==> src/rtl/axi_mode_pkg.sv <==
// Shared definitions for the AXI read/write address mode decoders:
// burst FSM state encoding, AXI response codes and the AxLEN width.
package axi_mode_pkg;

  // Burst-tracking FSM states
  typedef enum logic [1:0] {
    IDLE   = 2'd0,
    ACTIVE = 2'd1,
    ERR    = 2'd2
  } ar_state_e;

  // AXI RRESP/BRESP encodings used by the wrapper around the decoder
  localparam logic [1:0] AXI_RESP_OKAY   = 2'b00;
  localparam logic [1:0] AXI_RESP_SLVERR = 2'b10;

  // AXI4 burst length field width
  localparam int ARLEN_W = 8;

  // Response code the wrapper should return for a burst with the given error flag
  function automatic logic [1:0] resp_for(input logic dec_err);
    return dec_err ? AXI_RESP_SLVERR : AXI_RESP_OKAY;
  endfunction

endpackage

==> src/rtl/ar_addr_window_dec.sv <==
// Combinational address-window decoder: maps an address onto one of NUM_CH
// equally spaced channel addresses starting at BASE_ADDR, spaced by
// 1 << STRIDE_LG2. IDLE_ADDR is recognised separately and always wins over a
// channel hit. Shared by the read- and write-address paths.
module ar_addr_window_dec #(
  parameter int                ADDR_W     = 32,
  parameter int                NUM_CH     = 4,
  parameter logic [ADDR_W-1:0] BASE_ADDR  = 'h10,
  parameter int                STRIDE_LG2 = 0,
  parameter logic [ADDR_W-1:0] IDLE_ADDR  = '0,
  parameter int                CH_W       = (NUM_CH > 1) ? $clog2(NUM_CH) : 1
) (
  input  logic [ADDR_W-1:0] addr,
  output logic              hit,
  output logic              idle,
  output logic [CH_W-1:0]   ch
);

  // Low offset bits that must be zero for an address to sit on a channel
  // boundary; all-zero when STRIDE_LG2 is 0, so every offset is aligned.
  localparam logic [ADDR_W-1:0] ALIGN_MASK = ADDR_W'((64'd1 << STRIDE_LG2) - 64'd1);
  localparam logic [ADDR_W-1:0] NUM_CH_A   = ADDR_W'(NUM_CH);

  logic [ADDR_W-1:0] off;
  logic [ADDR_W-1:0] idx;
  logic              above_base;
  logic              aligned;
  logic              in_range;

  // Offset from channel 0, alignment and range test, then idle priority
  always_comb begin
    off        = addr - BASE_ADDR;
    idx        = off >> STRIDE_LG2;
    above_base = (addr >= BASE_ADDR);
    aligned    = ((off & ALIGN_MASK) == '0);
    in_range   = (idx < NUM_CH_A);
    idle       = (addr == IDLE_ADDR);
    hit        = !idle && above_base && aligned && in_range;
    ch         = idx[CH_W-1:0];
  end

endmodule

==> src/rtl/axi_ar_mode_decoder.sv <==
// AXI slave read-address mode decoder. Accepts one AR at a time, decodes
// ARADDR into a one-hot channel read enable and holds it until the last R
// beat of the burst. Unmapped addresses raise dec_err for the burst;
// IDLE_ADDR clears every enable without an error.
// Optional build macro AR_DEC_ERR_CNT_EN adds a saturating 16-bit count of
// decode misses (err_cnt) with a synchronous clear input (err_cnt_clr).
module axi_ar_mode_decoder
  import axi_mode_pkg::*;
#(
  parameter int                ADDR_W     = 32,
  parameter int                NUM_CH     = 4,
  parameter logic [ADDR_W-1:0] BASE_ADDR  = 'h10,
  parameter int                STRIDE_LG2 = 0,
  parameter logic [ADDR_W-1:0] IDLE_ADDR  = '0,
  parameter int                STICKY     = 0,
  parameter int                CH_W       = (NUM_CH > 1) ? $clog2(NUM_CH) : 1
) (
  input  logic               ACLK,
  input  logic               ARESETn,
  input  logic               ARVALID,
  output logic               ARREADY,
  input  logic [ADDR_W-1:0]  ARADDR,
  input  logic [ARLEN_W-1:0] ARLEN,
  input  logic               RVALID,
  input  logic               RREADY,
  output logic [NUM_CH-1:0]  rd_en,
  output logic [CH_W-1:0]    rd_ch,
  output logic               busy,
  output logic               dec_err
`ifdef AR_DEC_ERR_CNT_EN
  ,
  input  logic               err_cnt_clr,
  output logic [15:0]        err_cnt
`endif
);

  // Sticky mode keeps the last channel enabled between bursts
  localparam bit STICKY_EN = (STICKY != 0);

  ar_state_e          state;
  logic [ARLEN_W-1:0] len_q;
  logic [ARLEN_W-1:0] beat_cnt;

  logic               dec_hit;
  logic               dec_idle;
  logic [CH_W-1:0]    dec_ch;
  logic [NUM_CH-1:0]  dec_onehot;

  logic               ar_hs;
  logic               r_beat;
  logic               last_beat;

  ar_addr_window_dec #(
    .ADDR_W     (ADDR_W),
    .NUM_CH     (NUM_CH),
    .BASE_ADDR  (BASE_ADDR),
    .STRIDE_LG2 (STRIDE_LG2),
    .IDLE_ADDR  (IDLE_ADDR),
    .CH_W       (CH_W)
  ) u_dec (
    .addr (ARADDR),
    .hit  (dec_hit),
    .idle (dec_idle),
    .ch   (dec_ch)
  );

  // One-hot expansion of the decoded channel index
  generate
    for (genvar gi = 0; gi < NUM_CH; gi++) begin : g_onehot
      assign dec_onehot[gi] = (dec_ch == CH_W'(gi));
    end
  endgenerate

  // ARREADY is only ever high in IDLE, so this is the accepted-AR strobe
  assign ar_hs     = ARVALID && ARREADY;
  assign r_beat    = RVALID && RREADY;
  assign last_beat = r_beat && (beat_cnt == len_q);

  // Burst FSM with registered ARREADY, enable, channel, busy and error outputs
  always_ff @(posedge ACLK or negedge ARESETn) begin
    if (!ARESETn) begin
      state    <= IDLE;
      ARREADY  <= 1'b0;
      rd_en    <= '0;
      rd_ch    <= '0;
      busy     <= 1'b0;
      dec_err  <= 1'b0;
      len_q    <= '0;
      beat_cnt <= '0;
    end else begin
      case (state)
        IDLE: begin
          if (ar_hs) begin
            len_q    <= ARLEN;
            beat_cnt <= '0;
            busy     <= 1'b1;
            ARREADY  <= 1'b0;
            if (dec_idle) begin
              // Deliberate "no channel" access: burst still tracked
              state   <= ACTIVE;
              rd_en   <= '0;
              dec_err <= 1'b0;
            end else if (dec_hit) begin
              state   <= ACTIVE;
              rd_en   <= dec_onehot;
              rd_ch   <= dec_ch;
              dec_err <= 1'b0;
            end else begin
              // Unmapped: sticky mode keeps whatever channel was held
              state   <= ERR;
              dec_err <= 1'b1;
              if (!STICKY_EN) begin
                rd_en <= '0;
              end
            end
          end else begin
            // Also raises ARREADY on the first cycle out of reset
            ARREADY <= 1'b1;
          end
        end

        ACTIVE, ERR: begin
          if (last_beat) begin
            state    <= IDLE;
            ARREADY  <= 1'b1;
            busy     <= 1'b0;
            dec_err  <= 1'b0;
            beat_cnt <= '0;
            if (!STICKY_EN) begin
              rd_en <= '0;
            end
          end else if (r_beat) begin
            beat_cnt <= beat_cnt + 1'b1;
          end
        end

        default: begin
          state    <= IDLE;
          ARREADY  <= 1'b0;
          rd_en    <= '0;
          busy     <= 1'b0;
          dec_err  <= 1'b0;
          beat_cnt <= '0;
        end
      endcase
    end
  end

`ifdef AR_DEC_ERR_CNT_EN
  logic miss_hs;

  assign miss_hs = (state == IDLE) && ar_hs && !dec_idle && !dec_hit;

  // Saturating decode-miss counter; a clear coinciding with a miss leaves 1
  always_ff @(posedge ACLK or negedge ARESETn) begin
    if (!ARESETn) begin
      err_cnt <= '0;
    end else if (err_cnt_clr) begin
      err_cnt <= miss_hs ? 16'd1 : 16'd0;
    end else if (miss_hs && (err_cnt != 16'hFFFF)) begin
      err_cnt <= err_cnt + 16'd1;
    end
  end
`endif

endmodule

==> config.mk <==
export PLATFORM = sky130hd
export DESIGN_NAME = axi_ar_mode_decoder
export DESIGN_NICKNAME = d
export VERILOG_FILES = /design/src/rtl/axi_mode_pkg.sv /design/src/rtl/ar_addr_window_dec.sv /design/src/rtl/axi_ar_mode_decoder.sv
export SDC_FILE = /design/constraint.sdc
export NUM_CORES = 1
export LEC_CHECK = 0
export BUFFER_PORTS_ARGS = -buffer_cell sky130_fd_sc_hd__buf_4
export CORE_AREA = 2 2 61 63
export DETAILED_ROUTE_END_ITERATION = 8
export DIE_AREA = 0 0 63 65
export PLACE_DENSITY = 0.78
export SLEW_MARGIN = 40
export SYNTH_ARGS = -nofsm -noshare
export SYNTH_HDL_FRONTEND = slang
export SYNTH_SLANG_ARGS = --single-unit
==> constraint.sdc <==
create_clock -name ACLK -period 2.1 [get_ports ACLK]
set_clock_uncertainty 0.2 [all_clocks]
set_input_delay 0.42 -clock ACLK [delete_from_list [all_inputs] [get_ports ACLK]]
set_output_delay 0.42 -clock ACLK [all_outputs]
set_load 0.005 [all_outputs]
==> results of run 1 <==
power groups by stage:
stage | sequential (uW) | clock, uW | combinational [uW]
2_1_floorplan | 722 | 0 | 484
3_3_place_gp | 744 | 0 | 739
3_5_place_dp | 747 | 0 | 762
4_1_cts | 735 | 210 | 768
5_1_grt | 750 | 230 | 865
6_report | 729 | 201 | 779
final cells by class:
class | count | area (um^2) | share of cell area (%)
multi-input cells | 98 | 778 | 38.8
flip-flops and latches | 26 | 651 | 32.4
inverters | 5 | 18.8 | 0.936
clock buffers | 3 | 22.5 | 1.12
repair buffers | 63 | 475 | 23.7
well taps | 48 | 60.1 | 2.99
synthesized netlist by cell type (3+ instances only):
cell      instances
xor2_1            3
mux2_2            8
o31ai_1           4
ha_1              3
nor4_1            4
nor2_1            6
o21ai_0           3
nand2b_1          4
nand2_1           4
or3_1             3
o311ai_0          5
inv_1             5
xnor2_1           8
nand4_1           5
a21oi_1           4
dfrtp_1          26
nand3_1           6
worst max-delay path: cells and delay by family (launching register included):
| family | cells | cell delay [ps] |
|---|---|---|
| AO/OA/AOI/OAI | 2 | 380 |
| adder cells (fa/ha/maj) | 1 | 210 |
| buffers and inverters | 2 | 220 |
| flip-flops | 1 | 380 |
| AND/OR/NAND/NOR | 2 | 540 |
sequential cells by signal, summed over array words and instances (netlist names):
| name | count |
|---|---|
| ARREADY | 1 |
| beat_cnt | 8 |
| busy | 1 |
| dec_err | 1 |
| len_q | 8 |
| rd_ch | 2 |
| rd_en | 4 |
| state | 1 |
what timing repair did:
action                                  CTS  global route
endpoints found under the setup margin    0             5
buffers inserted                          0             2
endpoints found under the hold margin    26             0
hold buffers                              1             0
resized for setup                         0             2
path summary, 6_finish.rpt:
path / from / endpoint / slack [ps] / cells past startpoint
worst max-delay path: state[0] / beat_cnt[6] / 100 / 7
worst min-delay path: ARLEN[4] / len_q[4] / 130 / 2
worst max register to register: state[0] / beat_cnt[6] / 100 / 7
worst min register to register: rd_ch[1] / rd_ch[1] / 340 / 1
max in group asynchronous: ARESETn / beat_cnt[1] / 1140 / 2
min in group asynchronous: ARESETn / beat_cnt[3] / 320 / 2
cells by family (layout without fill, tap and decap cells):
family	count (synthesis)	count (layout)	synth area share, %
AND/OR/NAND/NOR	46	46	21.2
flip-flops	26	26	44.7
XOR/XNOR	11	11	6.62
adder cells (fa/ha/maj)	3	3	2.58
multiplexers	10	10	8.25
buffers and inverters	7	71	1.81
AO/OA/AOI/OAI	28	28	14.9
per-layer routing:
metal | wire (um) | up-vias | part of all wire, % | track usage, %
met4 | 44 | 0 | 1.3 | 6.11
met5 | 0 | - | 0 | 0
met1 | 1280 | 618 | 39 | 19.3
li1 | - | 632 | - | -
met3 | 285 | 6 | 8.5 | 4.34
met2 | 1720 | 53 | 52 | 34.4
metrics by stage:
stage	total power (uW)	instance area [um^2]
after global placement	1480	1960
after detailed placement	1510	1960
after floorplan	1210	1460
final	1710	2010
after CTS	1710	1990
after global routing	1840	2010
==> qor.csv, run 1 <==
metric,value,unit
top post-synthesis cells by area,"dfrtp_1, mux2_2, xnor2_1",
post-DR wirelength/cell,13.7,um
fin worst setup slack,96.5,ps
worst path required time,2140,ps
Critical Path AT,2050,ps
Leakage,0.000943,uW
P_int,1120,uW
Post-Layout Cell Count,243,
CP Class,reg -> reg,
H-tree Lvls,1,
Clock power frac,11.8,%
Die Height,65,um
Least-Margin Pin Slew,344,ps
library cells used by synthesis,40,
CTS Buffer Depth,2,
Final nets,245,
layout cells sized above 1,42.6,%
CP Max Fanout,7,
top cell type by total area after synthesis,dfrtp_1,
post-route clock period utilization,95.4,%
Die ar.,4100,um^2
Via-to-Cell Ratio,5.39,
sequential-to-total area share from yosys stat,44.7,%
final hold slack,131,ps
post-route minimum period,2000,ps
Synth Instances,131,
Worst setup EP type,register,
pin count of the biggest net entering global routing,27,
"Hold Vio Cnt, Final",0,
GP Congestion,0.891,
antenna violations before repair,0,
Die Width,63,um
status,"finished, final reports clean",
total gr overflow,0,
setup_tns,0,ps
initial cell density of the core,41.6,%
clk slew on worst S/H paths,130,ps
Clock Latency Late Sink,310,ps
Area Growth Syn to Fin,37.8,%
Sw Share,34.7,%
Slowest Stage Delay on Critical Path,380,ps
number of max-cap violations,0,
Relative slew margins,77.0,%
Core Rows,22,
Main synth FF type,dfrtp_1,
global-route wire length before repair,5910,um
Mapped Area,1460,um^2
Post-DRT Antenna Nets,0,
placed cells,237,
Net Switching,593,uW
routed wire length,3330,um
Pins Over Slew Limit,0,
Syn Area/Cell,11.1,um^2
final core utilization,57.4,%
Post-synth EDFFs,0,
DP Worst Slack,-171,ps
Filler cells,319,
critical path startpoint category,register,
fraction of registers with async set/reset,100,%
maximum vdd drop,0.517,mV
crit path cell chain,"inv_1, ha_1, a21bo_1, buf_4, nand4_1, or3_1, a21oi_1",
clk sinks,26,
Seq pwr share,42.6,%
combinational fraction of design power,45.6,%
HPWL Detailed,2680,um
cts bufs inserted,3,
Initial DRC Count,27,
1st-pass router iterations,4,
"commonest non-fill, non-tap cells in the layout","buf_4, dfrtp_1, xnor2_1, mux2_2",
final setup fails,0,
highest-delay cell along the critical path,dfrtp_1,
share of the synthesized area in the top cell type,44.7,%
Boundary Pins,54,
ANT cells,0,
Synth Register Bits,26,
GR Util All Layers,18.0,%
Clock Tree Root,clkbuf_4,
port buffer count,53,
"most common cell after layout, fill and taps aside",buf_4,
via count,1309,
# DRC,0,
Syn. warnings,0,
Post-Syn Nets,179,
P per Cell Area,853,nW/um^2
vias in the first global route,1378,
hold crit path type,in -> reg,
CTS tree,built,
core region area,3500,um^2
fmax,499,MHz
Power figures use the tool's default switching activity.
==> inputs of run 2 (changes only) <==
- BUFFER_PORTS_ARGS: -buffer_cell sky130_fd_sc_hd__buf_4 -> default
- CORE_AREA: 2 2 61 63 -> 2 2 58 60
- DIE_AREA: 0 0 63 65 -> 0 0 60 62
- DONT_BUFFER_PORTS: default -> 1
- PLACE_DENSITY: 0.78 -> 0.67
- clock period: 2.1 -> 2.4 ns (I/O delays scaled with it)
==> qor.csv, run 2 (synthesis results as in run 1) <==
metric,value,unit
Sw Share,36.0,%
Leakage,0.000672,uW
"most common cell after layout, fill and taps aside",dfrtp_1,
hold crit path type,in -> reg,
Die Height,62,um
core region area,3180,um^2
Area Growth Syn to Fin,10.1,%
Worst setup EP type,register,
# DRC,0,
WHS Path Cells,2,
Core Rows,21,
ANT cells,0,
total power,1430,uW
P per Cell Area,892,nW/um^2
Slowest Stage Delay on Critical Path,420,ps
H-tree Lvls,1,
CP Max Fanout,8,
crit path cell chain,"inv_1, ha_1, a21bo_1, nand4_1, buf_4, o31ai_4, buf_4, o22ai_1",
Final nets,187,
GR Util All Layers,17.0,%
Die ar.,3720,um^2
1st-pass router iterations,4,
"Hold Vio Cnt, Final",0,
global-route wire length before repair,4680,um
Initial DRC Count,19,
CTS Buffer Depth,2,
post-route minimum period,2210,ps
layout cells sized above 1,18.8,%
status,"finished, final reports clean",
most frequent CP cell,buf_4,
via count,1109,
HPWL Detailed,2260,um
port buffer count,0,
RR Startpoint,dec_err,
Filler cells,293,
CP Class,reg -> reg,
Via-to-Cell Ratio,6.03,
P_int,915,uW
DP Worst Slack,167,ps
worst path required time,2400,ps
area of the multi-input gates,787,um^2
combinational fraction of design power,39.5,%
Least-Margin Pin Slew,394,ps
Clock power frac,15.1,%
RSZ-0062 raised after global routing,false,
number of max-cap violations,0,
Relative slew margins,73.7,%
critical path startpoint category,register,
Pins Over Slew Limit,0,
pin count of the biggest net entering global routing,27,
CP Launch Point,dec_err,
vias in the first global route,1107,
maximum vdd drop,0.457,mV
post-DR wirelength/cell,16.1,um
antenna violations before repair,0,
total gr overflow,0,
fmax,452,MHz
cts bufs inserted,3,
routed wire length,2960,um
Clock Tree Root,clkbuf_4,
sequential cell area,651,um^2
fin worst setup slack,188,ps
CTS tree,built,
Die Width,60,um
GP Congestion,0.869,
final setup fails,0,
Critical Path AT,2210,ps
setup_tns,0,ps
"commonest non-fill, non-tap cells in the layout","dfrtp_1, xnor2_1, mux2_2, nand3_1, nor2_1",
post-route clock period utilization,92.2,%
initial cell density of the core,45.8,%
r2r worst-path depth,8,
final core utilization,50.4,%
clk slew on worst S/H paths,130,ps
Seq pwr share,45.3,%
clk sinks,26,
Boundary Pins,54,
worst hold start,ARADDR[0],
Post-DRT Antenna Nets,0,
Largest regs,"beat_cnt: 8 flops, len_q: 8 flops, rd_en: 4 flops",
Clock Latency Late Sink,320,ps
highest-delay cell along the critical path,dfrtp_1,
Net Switching,515,uW
run 2: cell type report:
type	count	share of cell area, %
Sequential cell	26	40.6
Tap cell	46	3.59
Inverter	5	1.17
Clock buffer	4	2.26
Timing Repair Buffer	5	3.28
Multi-Input combinational cell	98	49.1
run 2: critical path: cells and delay by family, from the launching register on:
family / cells / cell delay, ps
compound gates: 3 / 640
fa+ha+maj: 1 / 230
flops: 1 / 420
buf+inv: 3 / 460
simple gates: 1 / 130
run 2: timing repair:
action | 4_1_cts | 5_1_grt
endpoints found under the setup margin | 0 | 7
setup buffers | 0 | 1
gates resized for setup | 0 | 1
hold buffers | 2 | 0
endpoints found under the hold margin | 26 | 0
run 2: worst paths after layout:
check | slack, ps | end
max in group asynchronous | 1480 | beat_cnt[6]
max reg2reg | 190 | busy
max | 190 | busy
min reg2reg | 340 | len_q[2]
min in group asynchronous | 360 | rd_ch[0]
min | 90 | rd_en[3]
run 2: metal layers:
layer  track usage [%]  vias up  routed length, um
met2              30.6       46               1570
met3              2.48        4                165
met5                 0        -                  0
met4              6.98        0                 36
li1                  -      519                  -
met1              20.4      540               1190
run 2: metrics by stage:
step | cell area (um^2) | hold slack, ps | cells
after CTS | 1590 | 75.9 | 183
after floorplan | 1460 | -15.6 | 131
final | 1600 | 87.1 | 184
after detailed placement | 1520 | -15.1 | 177
after global routing | 1600 | 77.9 | 184
after global placement | 1520 | -15.1 | 177
run 2: power by group through the flow:
| stage | combinational [uW] | sequential (uW) | clock [uW] |
|---|---|---|---|
| 2_1_floorplan | 424 | 632 | 0 |
| 3_3_place_gp | 507 | 656 | 0 |
| 3_5_place_dp | 524 | 660 | 0 |
| 4_1_cts | 543 | 650 | 227 |
| 5_1_grt | 635 | 671 | 241 |
| 6_report | 565 | 648 | 217 |
